==> config.mk <==
export PLATFORM = sky130hd
export DESIGN_NAME = fib_seq_arb
export DESIGN_NICKNAME = d
export VERILOG_FILES = /design/src/rtl/fib_pkg.sv /design/src/rtl/fib_seq_arb_rr_arb2.sv /design/src/rtl/fib_seq_arb.sv
export SDC_FILE = /design/constraint.sdc
export NUM_CORES = 1
export LEC_CHECK = 0
export CORE_MARGIN = 3
export CORE_UTILIZATION = 45
export DETAILED_ROUTE_END_ITERATION = 8
export GPL_TIMING_DRIVEN = 0
export HOLD_SLACK_MARGIN = 0.12
export SLEW_MARGIN = 25
export SYNTH_ARGS = -nofsm -noshare
export SYNTH_HDL_FRONTEND = slang
export SYNTH_SLANG_ARGS = --single-unit
==> constraint.sdc <==
create_clock -name clk -period 8.1 [get_ports clk]
set_clock_uncertainty 0.15 [all_clocks]
set_input_delay 1.62 -clock clk [delete_from_list [all_inputs] [get_ports clk]]
set_output_delay 1.62 -clock clk [all_outputs]
set_load 0.02 [all_outputs]
==> src/rtl/fib_pkg.sv <==
// Shared types and constants for the sequential Fibonacci engine.
package fib_pkg;

  localparam int unsigned DefW  = 32;
  localparam int unsigned DefNw = 8;

  // Seed values of the iteration: a = F(0), b = F(1).
  localparam int unsigned FIB_A0 = 0;
  localparam int unsigned FIB_B0 = 1;

  typedef enum logic [1:0] {
    StIdle,
    StCalc,
    StDone
  } fib_state_e;

endpackage

==> src/rtl/fib_seq_arb_rr_arb2.sv <==
// Two-way round-robin arbiter, purely combinational.
// The priority bit lives in the caller; prio names the requester that wins a tie.
module rr_arb2 (
  input  logic [1:0] req,
  input  logic       prio,
  input  logic       enable,
  output logic [1:0] grant,
  output logic       owner
);

  // Pick a single requester directly, fall back to priority on a tie.
  always_comb begin
    owner = prio;
    if (req == 2'b01) begin
      owner = 1'b0;
    end else if (req == 2'b10) begin
      owner = 1'b1;
    end
    grant = 2'b00;
    if (enable && (|req)) begin
      grant[owner] = 1'b1;
    end
  end

endmodule

==> src/rtl/fib_seq_arb.sv <==
// Iterative Fibonacci engine shared by two requesters, one step per clock.
// Optional build macro FIB_OVERFLOW_EN adds a sticky carry-out flag on port ovf.
module fib_seq_arb
  import fib_pkg::*;
#(
  parameter int unsigned W  = DefW,
  parameter int unsigned NW = DefNw
) (
  input  logic          clk,
  input  logic          rst,
  input  logic [1:0]    req,
  input  logic [NW-1:0] n0,
  input  logic [NW-1:0] n1,
  output logic [W-1:0]  res,
  output logic [1:0]    done,
  output logic          busy
`ifdef FIB_OVERFLOW_EN
  ,
  output logic          ovf
`endif
);

  fib_state_e    state_q, state_d;
  logic          prio_q, prio_d;
  logic          owner_q, owner_d;
  logic [NW-1:0] nl_q, nl_d;
  logic [NW-1:0] i_q, i_d;
  logic [W-1:0]  a_q, a_d;
  logic [W-1:0]  b_q, b_d;
  logic [W-1:0]  res_q, res_d;

  logic [1:0]    grant;
  logic          arb_owner;
  logic          start;
  logic [NW-1:0] n_sel;
  logic          short_job;
  logic          calc_last;
  logic [W-1:0]  sum;

  rr_arb2 u_arb (
    .req    (req),
    .prio   (prio_q),
    .enable (state_q == StIdle),
    .grant  (grant),
    .owner  (arb_owner)
  );

  assign start     = |grant;
  assign n_sel     = arb_owner ? n1 : n0;
  assign short_job = (n_sel < NW'(2));
  assign calc_last = (state_q == StCalc) && (i_q == nl_q);

`ifdef FIB_OVERFLOW_EN
  logic [W:0] sum_full;
  logic       carry;
  logic       ovf_int_q, ovf_int_d;
  logic       ovf_q, ovf_d;

  assign sum_full = {1'b0, a_q} + {1'b0, b_q};
  assign sum      = sum_full[W-1:0];
  assign carry    = sum_full[W];

  // Sticky carry tracking; the visible flag is captured together with res.
  always_comb begin
    ovf_int_d = ovf_int_q;
    ovf_d     = ovf_q;
    if (start) begin
      ovf_int_d = 1'b0;
      if (short_job) begin
        ovf_d = 1'b0;
      end
    end else if (state_q == StCalc) begin
      ovf_int_d = ovf_int_q | carry;
      if (calc_last) begin
        ovf_d = ovf_int_q | carry;
      end
    end
  end

  // Overflow state registers.
  always_ff @(posedge clk or posedge rst) begin
    if (rst) begin
      ovf_int_q <= 1'b0;
      ovf_q     <= 1'b0;
    end else begin
      ovf_int_q <= ovf_int_d;
      ovf_q     <= ovf_d;
    end
  end

  assign ovf = ovf_q;
`else
  assign sum = a_q + b_q;
`endif

  // Next-state logic for the FSM and datapath; res is loaded on the edge entering StDone.
  always_comb begin
    state_d = state_q;
    prio_d  = prio_q;
    owner_d = owner_q;
    nl_d    = nl_q;
    i_d     = i_q;
    a_d     = a_q;
    b_d     = b_q;
    res_d   = res_q;
    unique case (state_q)
      StIdle: begin
        if (start) begin
          owner_d = arb_owner;
          nl_d    = n_sel;
          a_d     = W'(FIB_A0);
          b_d     = W'(FIB_B0);
          i_d     = NW'(2);
          if (short_job) begin
            state_d = StDone;
            res_d   = (n_sel == '0) ? W'(FIB_A0) : W'(FIB_B0);
          end else begin
            state_d = StCalc;
          end
        end
      end
      StCalc: begin
        a_d = b_q;
        b_d = sum;
        i_d = i_q + NW'(1);
        if (calc_last) begin
          state_d = StDone;
          res_d   = sum;
        end
      end
      StDone: begin
        prio_d  = ~owner_q;
        state_d = StIdle;
      end
      default: state_d = StIdle;
    endcase
  end

  // State and datapath registers.
  always_ff @(posedge clk or posedge rst) begin
    if (rst) begin
      state_q <= StIdle;
      prio_q  <= 1'b0;
      owner_q <= 1'b0;
      nl_q    <= '0;
      i_q     <= '0;
      a_q     <= W'(FIB_A0);
      b_q     <= W'(FIB_B0);
      res_q   <= '0;
    end else begin
      state_q <= state_d;
      prio_q  <= prio_d;
      owner_q <= owner_d;
      nl_q    <= nl_d;
      i_q     <= i_d;
      a_q     <= a_d;
      b_q     <= b_d;
      res_q   <= res_d;
    end
  end

  assign res  = res_q;
  assign busy = (state_q != StIdle);
  assign done = (state_q == StDone) ? (owner_q ? 2'b10 : 2'b01) : 2'b00;

endmodule

Yosys cells after proc, flatten, opt, wreduce, memory -nomap -nowiden
Cells that the tools add are included.
{ "totals": {"regBits": 116, "inputBits": 20, "out_inout_bits": 35, "elab_cells": 58} }
{ "op_classes": {"magnitude_cmp": 3, "n_mux": 23, "reduce_logical": 13, "addsub": 2, "bitwise": 1, "n_eq_ne": 8} }
{ "ops": {"columns": ["operator", "n"], "rows": [
  ["$pmux W32 S2", 3],
  ["$mux W32", 5],
  ["$add A32 B32 Y32", 1],
  ["$mux W8", 2],
  ["$pmux W8 S2", 1],
  ["$mux W2", 6],
  ["$add A8 B1 Y8 const B", 1],
  ["$eq A8 B8 Y1", 1],
  ["$logic_not A8 Y1", 1],
  ["$lt A8 B2 Y1 const B", 1],
  ["$ne A2 B2 Y1 const B", 3],
  ["$reduce_and A2 Y1", 3],
  ["$eq A2 B1 Y1 const B", 2],
  ["$eq A2 B2 Y1 const B", 2],
  ["$mux W1", 4],
  ["$pmux W2 S2", 1],
  ["$reduce_and A4 Y1", 1],
  ["$reduce_bool A2 Y1", 2],
  ["$reduce_or A2 Y1", 2],
  ["$logic_and A1 B1 Y1", 3],
  ["$logic_not A2 Y1", 1],
  ["$lt A1 B2 Y1 const B", 1],
  ["$demux W1 S1", 1],
  ["$ge A1 B1 Y1 const B", 1],
  ["$not A1 Y1", 1]
]} }

Longest topological paths before layout
{ "logic_depth": {"ltp_word": 11, "ltp_mapped": 11, "depth_no_buf": 11} }

Hierarchy
A second synthesis with hierarchy kept.
{ "unflattened": {"cells_unflattened": 625, "hier_area_um2": 6139.6} }
{ "modules_own_cells": {"columns": ["module", "cells_per_inst", "n_inst", "area_each_um2"], "rows": [
  ["fib_seq_arb", 620, 1, 6105.9],
  ["rr_arb2", 5, 1, 33.8]
]} }

Worst setup path before layout
OpenSTA, ideal clock, no wires.
{ "synth_path": {"path_kind": "in2reg", "startpoint": "input req[0]", "endpoint": "register res_q[14] (netlist: res[14])", "cell_stages": 8, "t_arrival_ns": 3.082, "t_required_ns": 7.825, "slack_ns": 4.743, "cell_sequence": "inv_1 > maj3_1 > buf_2 > o21ai_0 > or2_2 > o21ai_2 > inv_1 > mux2_2"} }
{ "synth_via": {"elab_chain_len": 11} }
{ "synth_lines": {"columns": ["element", "line_no", "rtl"], "rows": [
  ["start: declaration", "fib_seq_arb.sv:11", "input logic [1:0] req,"],
  ["$eq A2 B2 Y1", "fib_seq_arb_rr_arb2.sv:16", "end else if (req == 2'b10) begin"],
  ["$mux W1", "fib_seq_arb_rr_arb2.sv:16", null],
  ["$mux W1", "fib_seq_arb_rr_arb2.sv:14", "if (req == 2'b01) begin"],
  ["$lt A1 B2 Y1 (not written as such) / $ge A1 B1 Y1 (equally long branches)", "fib_seq_arb_rr_arb2.sv:21", "grant[owner] = 1'b1;"],
  ["$logic_and A1 B1 Y1 (not written as such)", "fib_seq_arb_rr_arb2.sv:21", null],
  ["$mux W1 (not written as such)", "fib_seq_arb_rr_arb2.sv:21", null],
  ["$demux W1 S1", null, null],
  ["$mux W2", "fib_seq_arb_rr_arb2.sv:20", "if (enable && (|req)) begin"],
  ["$reduce_or A2 Y1", "fib_seq_arb.sv:48", "assign start = |grant;"],
  ["$ne A2 B2 Y1 (no source line)", null, null],
  ["$reduce_and A4 Y1 (no source line) (*)", null, null],
  ["end signal: assignment", "fib_seq_arb.sv:158", "res_q <= res_d;"],
  ["end: declaration", "fib_seq_arb.sv:30", "logic [W-1:0] res_q, res_d;"]
]} }
Every way passes the cells marked *; elsewhere a longest branch is shown, timed or not.
A chain may end at the register's enable or synchronous reset.

Worst setup path in the final report
{ "layout_path": {"startpoint": "input req[1]", "endpoint": "register res_q[0] (netlist: res[0])"} }
{ "layout_via": {"elab_chain_len": 11} }
{ "layout_lines": {"columns": ["element", "line_no"], "rows": [
  ["$eq A2 B2 Y1", "fib_seq_arb_rr_arb2.sv:16"],
  ["$mux W1", "fib_seq_arb_rr_arb2.sv:16"],
  ["$mux W1", "fib_seq_arb_rr_arb2.sv:14"],
  ["$lt A1 B2 Y1 (not written as such) / $ge A1 B1 Y1 (equally long branches)", "fib_seq_arb_rr_arb2.sv:21"],
  ["$logic_and A1 B1 Y1 (not written as such)", "fib_seq_arb_rr_arb2.sv:21"],
  ["$mux W1 (not written as such)", "fib_seq_arb_rr_arb2.sv:21"],
  ["$demux W1 S1", null],
  ["$mux W2", "fib_seq_arb_rr_arb2.sv:20"],
  ["$reduce_or A2 Y1", "fib_seq_arb.sv:48"],
  ["$ne A2 B2 Y1 (no source line)", null],
  ["$reduce_and A4 Y1 (no source line)", null]
]} }
Parallel ways exist; a longest one is shown, timed or not. The select of a mux whose other input is x is not followed.

==> key figures <==
Global route
  • First-pass GRT wire length: 28.8 mm
  • Vias in the first global route: 5585
  • Tot GR Track Use: 22.8%
  • Largest net degree at the start of global routing: 66
  • Initial antenna violation count: 0
  • GRT Residual Overflow: 0

Critical path
  • Most common cell on crit path: o21ai_0
  • Crit path kind: in2reg
  • Cell chain of the critical path: clkdlybuf4s50_1, maj3_1, buf_2, o21ai_0, or2_2, o21ai_2, clkbuf_1, o21ai_0
  • R2R Path Start: b_q[0]
  • Buf/Inv on CP: 3
  • Worst setup EP type: register
  • R2R setup slack: 5.04 ns
  • Worst setup path start: req[1]
  • Family with the most delay on the worst path: buffers and inverters
  • CP max stage delay: 0.64 ns
  • Critical register-to-register path endpoint: res[16]
  • Worst Setup Start Kind: input pin
  • Data required time of the critical path: 8.21 ns
  • Slowest stage cell on the critical path: clkbuf_1
  • Arr. time, crit path: 4.24 ns
  • CP max FO: 10
  • R2R depth: 11

Timing
  • Max frequency: 242 MHz
  • Rel. slew slack: 48.1%
  • TNS Setup: 0 ns
  • Max-slew violations: 0
  • Worst slew pin tran: 0.778 ns
  • Final worst slack: 3.97 ns
  • Setup repair after global routing missed its margin: no
  • Min Tclk post-route: 4.13 ns
  • Tcrit/Tclk final: 51.0%
  • Final setup viols: 0
  • Final hold violation count: 0

Floorplanning
  • Initial Util: 47.2%
  • Cell Rows: 42
  • Ports: 55
  • Area of the die: 0.0157 mm2
  • Core area: 0.0136 mm2
  • Die Ht: 125 um
  • Die W: 125 um

Clock network
  • # clock sinks: 116
  • Post-CTS sizing: 0
  • Worst-skew pair later-pin latency: 0.42 ns
  • # hold bufs at CTS: 0
  • H-tree Lvls: 4
  • Clock root buffer: clkbuf_16
  • Post-CTS Setup Inserts: 0
  • CTS tree: yes
  • Clock tree buffer depth: 2
  • CTS clk-pin slew, worst paths: 0.05 ns
  • CTS buffer count: 17

Placement
  • HPWL Detailed: 12.3 mm
  • Port Buf Inserts: 54
  • Pre-CTS setup slack: 3.54 ns
  • GPL Wtd Cong: 0.875

Power and ir drop
  • Lkg Pwr: 0.00364 uW
  • PwrDens: 432 mW/mm2
  • VDD IR max: 238 uV

Final layout
  • Share of cells above drive strength 1: 7.90%
  • Layout area overhead: 22.3%
  • Antenna cells: 0
  • Layout Nets: 825
  • # fillers: 1204

Synthesis
  • EDFF count, synth: 0
  • FFs w/ async S/R, synth: 100%
  • Post-Synthesis Cells: 698
  • Syn. warnings: 0
  • Flops & latches, synth: 116
  • Largest area contributor in the netlist: dfrtp_1
  • Post-synth cell types: 67
  • Ranking of synthesized cells by area: dfrtp_1, nand2_1, ha_1
  • Syn_nets: 751
  • Sequential fraction of the synthesis area: 45.4%
  • Post-Synthesis Cell Area: 0.00640 mm2
  • Top_reg_cell synth: dfrtp_1
  • Synthesized area per cell: 9.17 um2
  • Synth top area share: 45.0%

Worst hold path
  • Hold path startpoint: res[8]
  • Hold Path Depth: 2
  • Hold endpoint: res[8]
  • Hold Crit Class: reg2reg

Run status
  • Status: complete, no violations

Detailed routing
  • Routed WL: 17.2 mm
  • First-pass iteration count of the detailed router: 5
  • Remaining DRCs: 0
  • 1st-iter DRT viols: 333
  • DR WL/cell: 17.9 um
  • Final ANT Viol Nets: 0
  • Vias/cell: 5.70
  • Via Count: 5473

Flow run
  • MaxCap Viol Count: 0
==> kinds of logic (layout without fill, tap and decap cells) <==
family | Yosys count | in the layout | synth area share (%)
simple gates | 250 | 250 | 17.6
compound gates | 197 | 197 | 20.2
flops | 116 | 116 | 45.4
buf+inv | 53 | 140 | 3.17
fa+ha+maj | 34 | 34 | 6.72
xor+xnor | 31 | 31 | 4.24
mux | 17 | 17 | 2.76
==> metrics by stage <==
| stage | instances | hold slack (ns) | area, um2 | utilization, % | total power, uW |
|---|---|---|---|---|---|
| after global routing | 961 | 0.353 | 7830 | 57.7 | 3640 |
| after CTS | 961 | 0.332 | 7830 | 57.7 | 3390 |
| final | 961 | 0.330 | 7830 | 57.7 | 3380 |
| after floorplan | 698 | 0.307 | 6400 | - | 2040 |
| after detailed placement | 929 | 0.320 | 7190 | 53.1 | 2570 |
| after global placement | 928 | 0.314 | 7160 | 52.8 | 2530 |
==> cells in the final DEF (no fill, tap or decap), types with 18 or more instances in the layout <==
master,synthesis,layout
xnor2_1,23,23
a21oi_1,22,22
dfrtp_1,115,115
o21ai_0,79,79
clkbuf_1,28,28
clkdlybuf4s50_1,0,54
nor2_1,23,23
nand2_1,152,152
nand3_1,18,18
a21o_1,19,19
ha_1,32,32
==> Yosys cell counts (7+ instances only) <==
master and n:
o21a_1 7, a21oi_1 22, nand2_1 152, nand3_1 18, dfrtp_1 115, nand4_1 8, ha_1 32, a21o_1 19
a22o_1 11, nor3_1 10, xor2_1 8, mux2i_1 12, xnor2_1 23, o21ai_1 9, nor2_1 23, o21ai_0 79
clkbuf_1 28, inv_1 16
==> metal layers <==
metal	up-vias	wire [um]	global-route usage, %
li1	2619	-	-
met3	17	859	5.03
met1	2704	7810	31.4
met2	133	8330	36.6
met5	-	0	0
met4	0	182	6.44
==> state kept, by name, summed over array words and instances (netlist names) <==
name / flops
a_q: 32
b_q: 32
i_q: 8
nl_q: 8
owner_q: 1
prio_q: 1
res: 32
state_q: 2
==> area by class of cell <==
type / count / area (um2) / area share, %
multi-input combinational: 529 / 3290 / 42.1
sequential: 116 / 2900 / 37.1
timing repair buffer: 55 / 568 / 7.26
clock buffer: 19 / 453 / 5.79
tap: 176 / 220 / 2.81
clock inverter: 13 / 180 / 2.30
buffer: 37 / 143 / 1.82
inverter: 16 / 65.1 / 0.831
==> how the worst max path moves through the flow <==
stage,endpoint,slack (ns),depth (start not counted)
after floorplan,a_q[0],3.26,1
after global placement,res[6],1.58,2
after detailed placement,res[0],3.54,8
after CTS,res[0],3.96,8
after global routing,res[0],3.80,9
final,res[0],3.97,8
==> report_power, final <==
part	switching, uW	total, uW	internal [uW]
logic	1040	1630	596
registers	144	946	803
clock network	271	801	529
total	1450	3380	1930
==> tightest hold or removal path, stage by stage, from the launching register on <==
cell and delay, ns:
dfrtp_1 0.33, nand2_1 0.05, o21ai_0 0.06
Note: power is estimated with default switching activity, not from simulation.
